<file path="config.mk">
export PLATFORM = sky130hd
export DESIGN_NAME = hilo_unit
export DESIGN_NICKNAME = d
export VERILOG_FILES = /design/src/rtl/hilo_unit_pkg.sv /design/src/rtl/hilo_unit_div_step.sv /design/src/rtl/hilo_unit.sv
export SDC_FILE = /design/constraint.sdc
export NUM_CORES = 1
export LEC_CHECK = 0
export CAP_MARGIN = 20
export CORE_AREA = 4 4 271 167
export DETAILED_ROUTE_END_ITERATION = 10
export DIE_AREA = 0 0 275 171
export GPL_TIMING_DRIVEN = 1
export PLACE_DENSITY = 0.67
export SYNTH_ARGS = -nofsm -noshare
export SYNTH_HDL_FRONTEND = slang
export SYNTH_SLANG_ARGS = --single-unit
</file>
<file path="constraint.sdc">
create_clock -name clock -period 11.4 [get_ports clock]
set_input_delay 2.28 -clock clock [delete_from_list [all_inputs] [get_ports clock]]
set_output_delay 2.28 -clock clock [all_outputs]
set_load 0.01 [all_outputs]
</file>
<file path="src/rtl/hilo_unit_pkg.sv">
// hilo_unit_pkg
//   Shared definitions for the HI/LO sequencing stage: default datapath
//   width, operation encoding, FSM state type and divide iteration count.
package hilo_unit_pkg;

   localparam int unsigned HILO_WIDTH = 32;
   localparam int unsigned DIV_STEPS  = 32;
   localparam int unsigned ITER_W     = $clog2(DIV_STEPS);

   localparam logic OP_MUL = 1'b0;
   localparam logic OP_DIV = 1'b1;

   typedef enum logic [1:0] {
      ST_IDLE = 2'd0,
      ST_MUL  = 2'd1,
      ST_DIV  = 2'd2,
      ST_DONE = 2'd3
   } state_t;

endpackage

</file>
<file path="src/rtl/hilo_unit_div_step.sv">
// hilo_unit_div_step
//   One combinational restoring-division step on unsigned magnitudes.
//   Ports:
//     rem_in   partial remainder (always < divisor)
//     dvd_bit  next dividend bit shifted in
//     divisor  divisor magnitude (non-zero)
//     rem_out  next partial remainder
//     q_bit    quotient bit produced by this step
module hilo_unit_div_step
   import hilo_unit_pkg::*;
#(
   parameter int unsigned WIDTH = HILO_WIDTH
) (
   input  logic [WIDTH-1:0] rem_in,
   input  logic             dvd_bit,
   input  logic [WIDTH-1:0] divisor,
   output logic [WIDTH-1:0] rem_out,
   output logic             q_bit
);

   // One extra bit: the shifted remainder can reach 2*divisor-1.
   logic [WIDTH:0] trial;
   logic [WIDTH:0] diff;

   always_comb begin
      trial   = {rem_in, dvd_bit};
      diff    = trial - {1'b0, divisor};
      q_bit   = (trial >= {1'b0, divisor});
      rem_out = q_bit ? diff[WIDTH-1:0] : trial[WIDTH-1:0];
   end

endmodule

</file>
<file path="src/rtl/hilo_unit.sv">
// hilo_unit
//   Sequencing and result-holding stage around the external Booth
//   multiplier. Latches operands on start, captures the 64-bit product or
//   runs a 32-step signed restoring divide into the HI/LO pair, and lets
//   the datapath bus read/load HI and LO.
//   Ports:
//     clock, reset         clock; async active-high reset
//     start, op            request and operation (0 = MUL, 1 = DIV)
//     Ra, Rb               operands
//     mul_a, mul_b         latched operands to the multiplier
//     mul_hi, mul_lo       product halves from the multiplier
//     bus_in               bus value for move-to-HI/LO
//     hi_load, lo_load     load bus_in into HI / LO
//     busy                 operation in progress (decoded from state)
//     done                 one-cycle result pulse
//     div_by_zero          last DIV had a zero divisor
//     HI, LO               result registers
module hilo_unit
   import hilo_unit_pkg::*;
#(
   parameter int unsigned WIDTH = HILO_WIDTH
) (
   input  logic             clock,
   input  logic             reset,
   input  logic             start,
   input  logic             op,
   input  logic [WIDTH-1:0] Ra,
   input  logic [WIDTH-1:0] Rb,
   output logic [WIDTH-1:0] mul_a,
   output logic [WIDTH-1:0] mul_b,
   input  logic [WIDTH-1:0] mul_hi,
   input  logic [WIDTH-1:0] mul_lo,
   input  logic [WIDTH-1:0] bus_in,
   input  logic             hi_load,
   input  logic             lo_load,
   output logic             busy,
   output logic             done,
   output logic             div_by_zero,
   output logic [WIDTH-1:0] HI,
   output logic [WIDTH-1:0] LO
);

   state_t            state;
   logic [WIDTH-1:0]  dvd;      // dividend magnitude, shifts out MSB-first while quotient shifts in
   logic [WIDTH-1:0]  dvs;      // divisor magnitude
   logic [WIDTH-1:0]  rem;
   logic [ITER_W-1:0] iter;

   logic [WIDTH-1:0]  step_rem;
   logic              step_q;
   logic [WIDTH-1:0]  quo_next;
   logic [WIDTH-1:0]  quo_final;
   logic [WIDTH-1:0]  rem_final;

   function automatic logic [WIDTH-1:0] mag(input logic [WIDTH-1:0] v);
      return v[WIDTH-1] ? -v : v;
   endfunction

   hilo_unit_div_step #(.WIDTH(WIDTH)) u_step (
      .rem_in  (rem),
      .dvd_bit (dvd[WIDTH-1]),
      .divisor (dvs),
      .rem_out (step_rem),
      .q_bit   (step_q)
   );

   // Sign fix-up uses the latched raw operands; the most-negative quotient
   // wraps back to itself, which is the intended overflow result.
   always_comb begin
      quo_next  = {dvd[WIDTH-2:0], step_q};
      quo_final = (mul_a[WIDTH-1] ^ mul_b[WIDTH-1]) ? -quo_next : quo_next;
      rem_final = mul_a[WIDTH-1] ? -step_rem : step_rem;
      busy      = (state == ST_MUL) || (state == ST_DIV);
   end

   always_ff @(posedge clock or posedge reset) begin
      if (reset) begin
         state       <= ST_IDLE;
         mul_a       <= '0;
         mul_b       <= '0;
         dvd         <= '0;
         dvs         <= '0;
         rem         <= '0;
         iter        <= '0;
         done        <= 1'b0;
         div_by_zero <= 1'b0;
         HI          <= '0;
         LO          <= '0;
      end else begin
         done <= 1'b0;
         case (state)
            ST_IDLE, ST_DONE: begin
               if (start) begin
                  mul_a       <= Ra;
                  mul_b       <= Rb;
                  dvd         <= mag(Ra);
                  dvs         <= mag(Rb);
                  rem         <= '0;
                  iter        <= '0;
                  div_by_zero <= 1'b0;
                  state       <= (op == OP_DIV) ? ST_DIV : ST_MUL;
               end else begin
                  if (hi_load) HI <= bus_in;
                  if (lo_load) LO <= bus_in;
                  state <= ST_IDLE;
               end
            end
            ST_MUL: begin
               HI    <= mul_hi;
               LO    <= mul_lo;
               done  <= 1'b1;
               state <= ST_DONE;
            end
            ST_DIV: begin
               if (mul_b == '0) begin
                  HI          <= mul_a;
                  LO          <= '1;
                  div_by_zero <= 1'b1;
                  done        <= 1'b1;
                  state       <= ST_DONE;
               end else begin
                  rem  <= step_rem;
                  dvd  <= quo_next;
                  iter <= iter + 1'b1;
                  if (iter == ITER_W'(DIV_STEPS - 1)) begin
                     HI    <= rem_final;
                     LO    <= quo_final;
                     done  <= 1'b1;
                     state <= ST_DONE;
                  end
               end
            end
            default: state <= ST_IDLE;
         endcase
      end
   end

endmodule
</file>
==> Flow_metrics.wiki <==
{| class="wikitable"
! Metric !! Value
|-
| Run status || completed
|-
| Reported net switching power || about 3.9 mW
|-
| Worst Slack Setup Final || 5.40 ns
|-
| Largest delay contributor family on the critical path || compound AO/OA/AOI/OAI gates
|-
| Proportion of power drawn by combinational gates || ~66%
|-
| DP Wirelength || 50.5 mm
|-
| Clock Tree Root || sky130_fd_sc_hd__clkbuf_16
|-
| Worst hold margin || 0.478 ns
|-
| Maximum capacitance violations || 0
|-
| Maximum root-to-sink buffer count || 3
|-
| Area added between synthesis and finish || 27.9%
|-
| Endpoint arrival time on the critical path || roughly 6.4 ns
|-
| Setup Viol. Count Final || 0
|-
| Critical Path Most Common Cell || sky130_fd_sc_hd__ha_1
|-
| Count of state elements after synthesis || 232
|-
| Wire length of the first global-routing pass || between 90 and 100 mm
|-
| Wire length reported by the detailed router || 64.6 mm
|-
| Total clock buffers created by CTS || 27
|-
| Avg Vias per Cell || 5.98
|-
| Max Transition Viols Final || 0
|-
| Die width || 275 microns
|-
| DRC violations left || 0
|-
| Number of enable flip-flop cells after synthesis || 0
|-
| Global router's overall resource usage || 26.4%
|-
| Clk slew on worst S/H paths || 0.07 ns
|-
| Fillers || 4074
|-
| TritonCTS clock tree || built
|-
| Setup fix buffers added after clock tree synthesis || 0
|-
| Max stage delay cell, worst path || sky130_fd_sc_hd__a211oi_2
|-
| Routed vias || around 16000
|-
| Dominant combinational cell family by area after synthesis || compound AO/OA/AOI/OAI gates
|-
| Leading cell type by number of instances after synthesis || sky130_fd_sc_hd__nand2_1
|-
| Number of buffers added to fix hold violations after cts || 0
|-
| Standard-cell rows || 59
|-
| Tmin final || 6.00 ns
|-
| Synth area leaders || sky130_fd_sc_hd__dfrtp_1 (37%), sky130_fd_sc_hd__o21ai_0 (6.0%), sky130_fd_sc_hd__nand2_1 (5.7%)
|-
| Vias in the first global route || around 15000
|-
| Total global routing overflow || 0
|-
| Proportion of layout cells with a drive suffix above 1 || under 10%
|-
| Simple-gate portion of the synthesized area || 17.6%
|-
| Total internal power || 3.66 mW
|-
| Setup skew after layout || roughly 0.014 ns
|-
| Total I/O pin count || 297
|-
| Syn Area/Cell || 8.53 sq um
|-
| Worst hold path class || register to register
|-
| Summed negative setup slack over all endpoints || 0 ns
|-
| CP peak stage delay || 0.85 ns
|-
| First DRT Iteration DRCs || around 2000
|-
| Data required, critical path || approximately 12 ns
|-
| Worst-path cell chain || ha_1 > a21oi_2 > o21ai_1 > a221oi_1 > a211oi_2 > or2_2 > mux2i_1 > ha_1 > nand3b_1 > nor3_1 > nor4b_1 > o211ai_1 > or3_1 > and3_1 > o21ai_0 > a31oi_1
|-
| Most numerous cell types in the synthesized netlist || sky130_fd_sc_hd__nand2_1 (236), sky130_fd_sc_hd__dfrtp_1 (232), sky130_fd_sc_hd__o21ai_0 (189)
|-
| Std-Cell Core Area || 42800 sq um
|-
| Post-synthesis mux area share || 5.91%
|-
| Critical Path Fanout Max || 12
|-
| Total instance count after detailed placement || 2608
|-
| Final hold vios || 0
|-
| Top FF cell, synth || sky130_fd_sc_hd__dfrtp_1
|-
| Library cell with the largest summed area after synthesis || sky130_fd_sc_hd__dfrtp_1
|-
| Post-layout net count || ~2300
|-
| Place WS || 5.72 ns
|-
| CTS H-tree lvls || 1
|-
| Post-Syn Area || 15700 sq um
|-
| Fraction of the yosys area taken by sequential cells || 37.1%
|-
| Adder and majority cell fraction of the synthesized area || between 3 and 4%
|-
| Setup Crit Path Kind || register to register
|-
| Starting utilization of the core area || between 30% and 40%
|-
| Final Cycle Share || 52.6%
|-
| Net switching fraction of the power || 51.4%
|-
| Highest ir drop seen on vdd || 184 uV
|-
| Floorplan die area || between 40000 and 50000 sq um
|-
| Distinct cell type count after synthesis || 82
|-
| Crit path buffers/inverters || 0
|-
| Antenna Violating Nets Remaining || 0
|-
| Count of buffers inserted at the top-level ports || 296
|-
| Part of the power in registers || 21.7%
|-
| Maximum achievable frequency || 167 MHz
|-
| Fraction of the mapped netlist area in compound gates || 24.3%
|-
| Routability cong. || slightly above 1
|-
| DIE HEIGHT || 171 microns
|-
| Kind of capture point of the worst setup path || register
|-
| CTS sink count || 232
|-
| Power density normalized to cell area || 377 nW/um^2
|-
| Max-slew headroom at the worst pin || a little under a quarter
|-
| Static Leak || 8.14 nW
|-
| Synthesized Nets || 2042
|-
| CTS resizes || 0
|-
| Post-Synth XOR/XNOR Area || 7.22%
|-
| Synthesized netlist cell count || 1835
|-
| Largest net degree at the start of global routing || about 100
|-
| Average wire length per cell after detail routing || approximately 24 microns
|-
| Share of power burned in the clock network || 12.6%
|-
| Detailed Routing Iterations Pass 1 || 6
|-
| Transition time of the tightest slew-check pin || 1.13 ns
|-
| Worst Setup Start Kind || register
|-
| Area fraction of the dominant cell type after synthesis || 37.1%
|-
| Filler-free cell count of the finished design || approximately 2700
|-
| Clock latency of the later-clocked register in the worst-skew pair || about 0.56 ns
|-
| Synth Warn # || 0
|-
| Setup repair after global routing missed its margin || no
|-
| Share of flip-flops with an asynchronous set or reset after synthesis || 100%
|-
| Antenna violations before repair || 3
|}
-- routing by layer --
metal	track usage [%]	part of all wire (%)	vias up	wire, microns
met4	4.23	1.6	4	1040
li1	-	-	7154	-
met5	0	0.037	-	24
met3	7.68	11	71	7330
met1	41.5	47	7841	30500
met2	35.8	40	829	25600
-- worst paths after layout --
kind | startpoint | end | cells after the start | slack [ns]
hold / removal | LO[18] | LO[18] | 2 | 0.48
hold reg to reg | LO[18] | LO[18] | 2 | 0.48
setup / recovery | rem[5] | HI[30] | 16 | 5.40
min in group asynchronous | reset | rem[31] | 2 | 2.25
max in group asynchronous | reset | mul_b[2] | 3 | 7.74
setup reg to reg | rem[5] | HI[30] | 16 | 5.40
-- area by class of cell --
cell class              count  area [sq um]  area share (%)
well taps                 579           724            3.62
clock buffers              38           797            3.98
clock inverters            10           154           0.769
flip-flops and latches    232          5810            29.0
multi-input cells        1426          9180            45.8
inverters                  57           221            1.11
repair buffers            316          3140            15.7
diodes                      1          2.50          0.0125
-- worst min-delay path, cell delays in order (launching register included) --
cell and delay, ns:
sky130_fd_sc_hd__dfrtp_1 0.35, sky130_fd_sc_hd__nand2_1 0.05, sky130_fd_sc_hd__o31ai_1 0.05
-- through the flow --
step           total power, mW  instance area [sq um]  util [%]
2_1_floorplan             4.57                  15700         -
5_1_grt                   7.99                  20000      46.8
3_3_place_gp              6.35                  19000      44.4
4_1_cts                   7.40                  20000      46.7
3_5_place_dp              6.43                  19000      44.4
6_report                  7.54                  20000      46.8
-- power groups by stage --
stage / Combinational (mW) / Clock [mW] / Sequential [mW]
2_1_floorplan: 2.99 / 0 / 1.58
3_3_place_gp: 4.74 / 0 / 1.62
3_5_place_dp: 4.80 / 0 / 1.63
4_1_cts: 4.82 / 0.963 / 1.62
5_1_grt: 5.33 / 0.997 / 1.67
6_report: 4.95 / 0.953 / 1.63
-- placed cells by master (no fill, tap or decap), types with 18 or more instances in the layout --
cell / netlist / final
sky130_fd_sc_hd__mux2_2: 60 / 60
sky130_fd_sc_hd__clkbuf_16: 0 / 27
sky130_fd_sc_hd__a221oi_1: 39 / 39
sky130_fd_sc_hd__xnor2_1: 51 / 51
sky130_fd_sc_hd__a31oi_1: 18 / 18
sky130_fd_sc_hd__o31ai_1: 67 / 67
sky130_fd_sc_hd__buf_4: 1 / 18
sky130_fd_sc_hd__mux2i_1: 25 / 25
sky130_fd_sc_hd__nand2_1: 236 / 234
sky130_fd_sc_hd__a211oi_1: 26 / 26
sky130_fd_sc_hd__clkdlybuf4s50_1: 0 / 296
sky130_fd_sc_hd__inv_1: 57 / 56
sky130_fd_sc_hd__a21oi_1: 120 / 120
sky130_fd_sc_hd__xor2_1: 78 / 78
sky130_fd_sc_hd__nor4_1: 21 / 21
sky130_fd_sc_hd__nand3_1: 20 / 20
sky130_fd_sc_hd__or3_1: 28 / 28
sky130_fd_sc_hd__o21ai_0: 189 / 187
sky130_fd_sc_hd__dfrtp_1: 232 / 232
sky130_fd_sc_hd__nor2_1: 147 / 146
sky130_fd_sc_hd__ha_1: 40 / 38
sky130_fd_sc_hd__nor3_1: 28 / 28
sky130_fd_sc_hd__a22o_1: 18 / 18
-- state kept, by name (all words and copies together), names as in the netlist, 2 cells and up --
register  flops
HI           32
LO           32
dvd          32
mul_b        32
mul_a        32
rem          32
iter          5
state         2
dvs          31
-- cell families after synthesis --
group                    count (synthesis)
AO/OA/AOI/OAI                          589
XOR/XNOR                               129
adder cells (fa/ha/maj)                 41
buffers and inverters                  177
flip-flops                             232
multiplexers                            85
AND/OR/NAND/NOR                        582
Note: power is estimated with default switching activity, not from simulation.
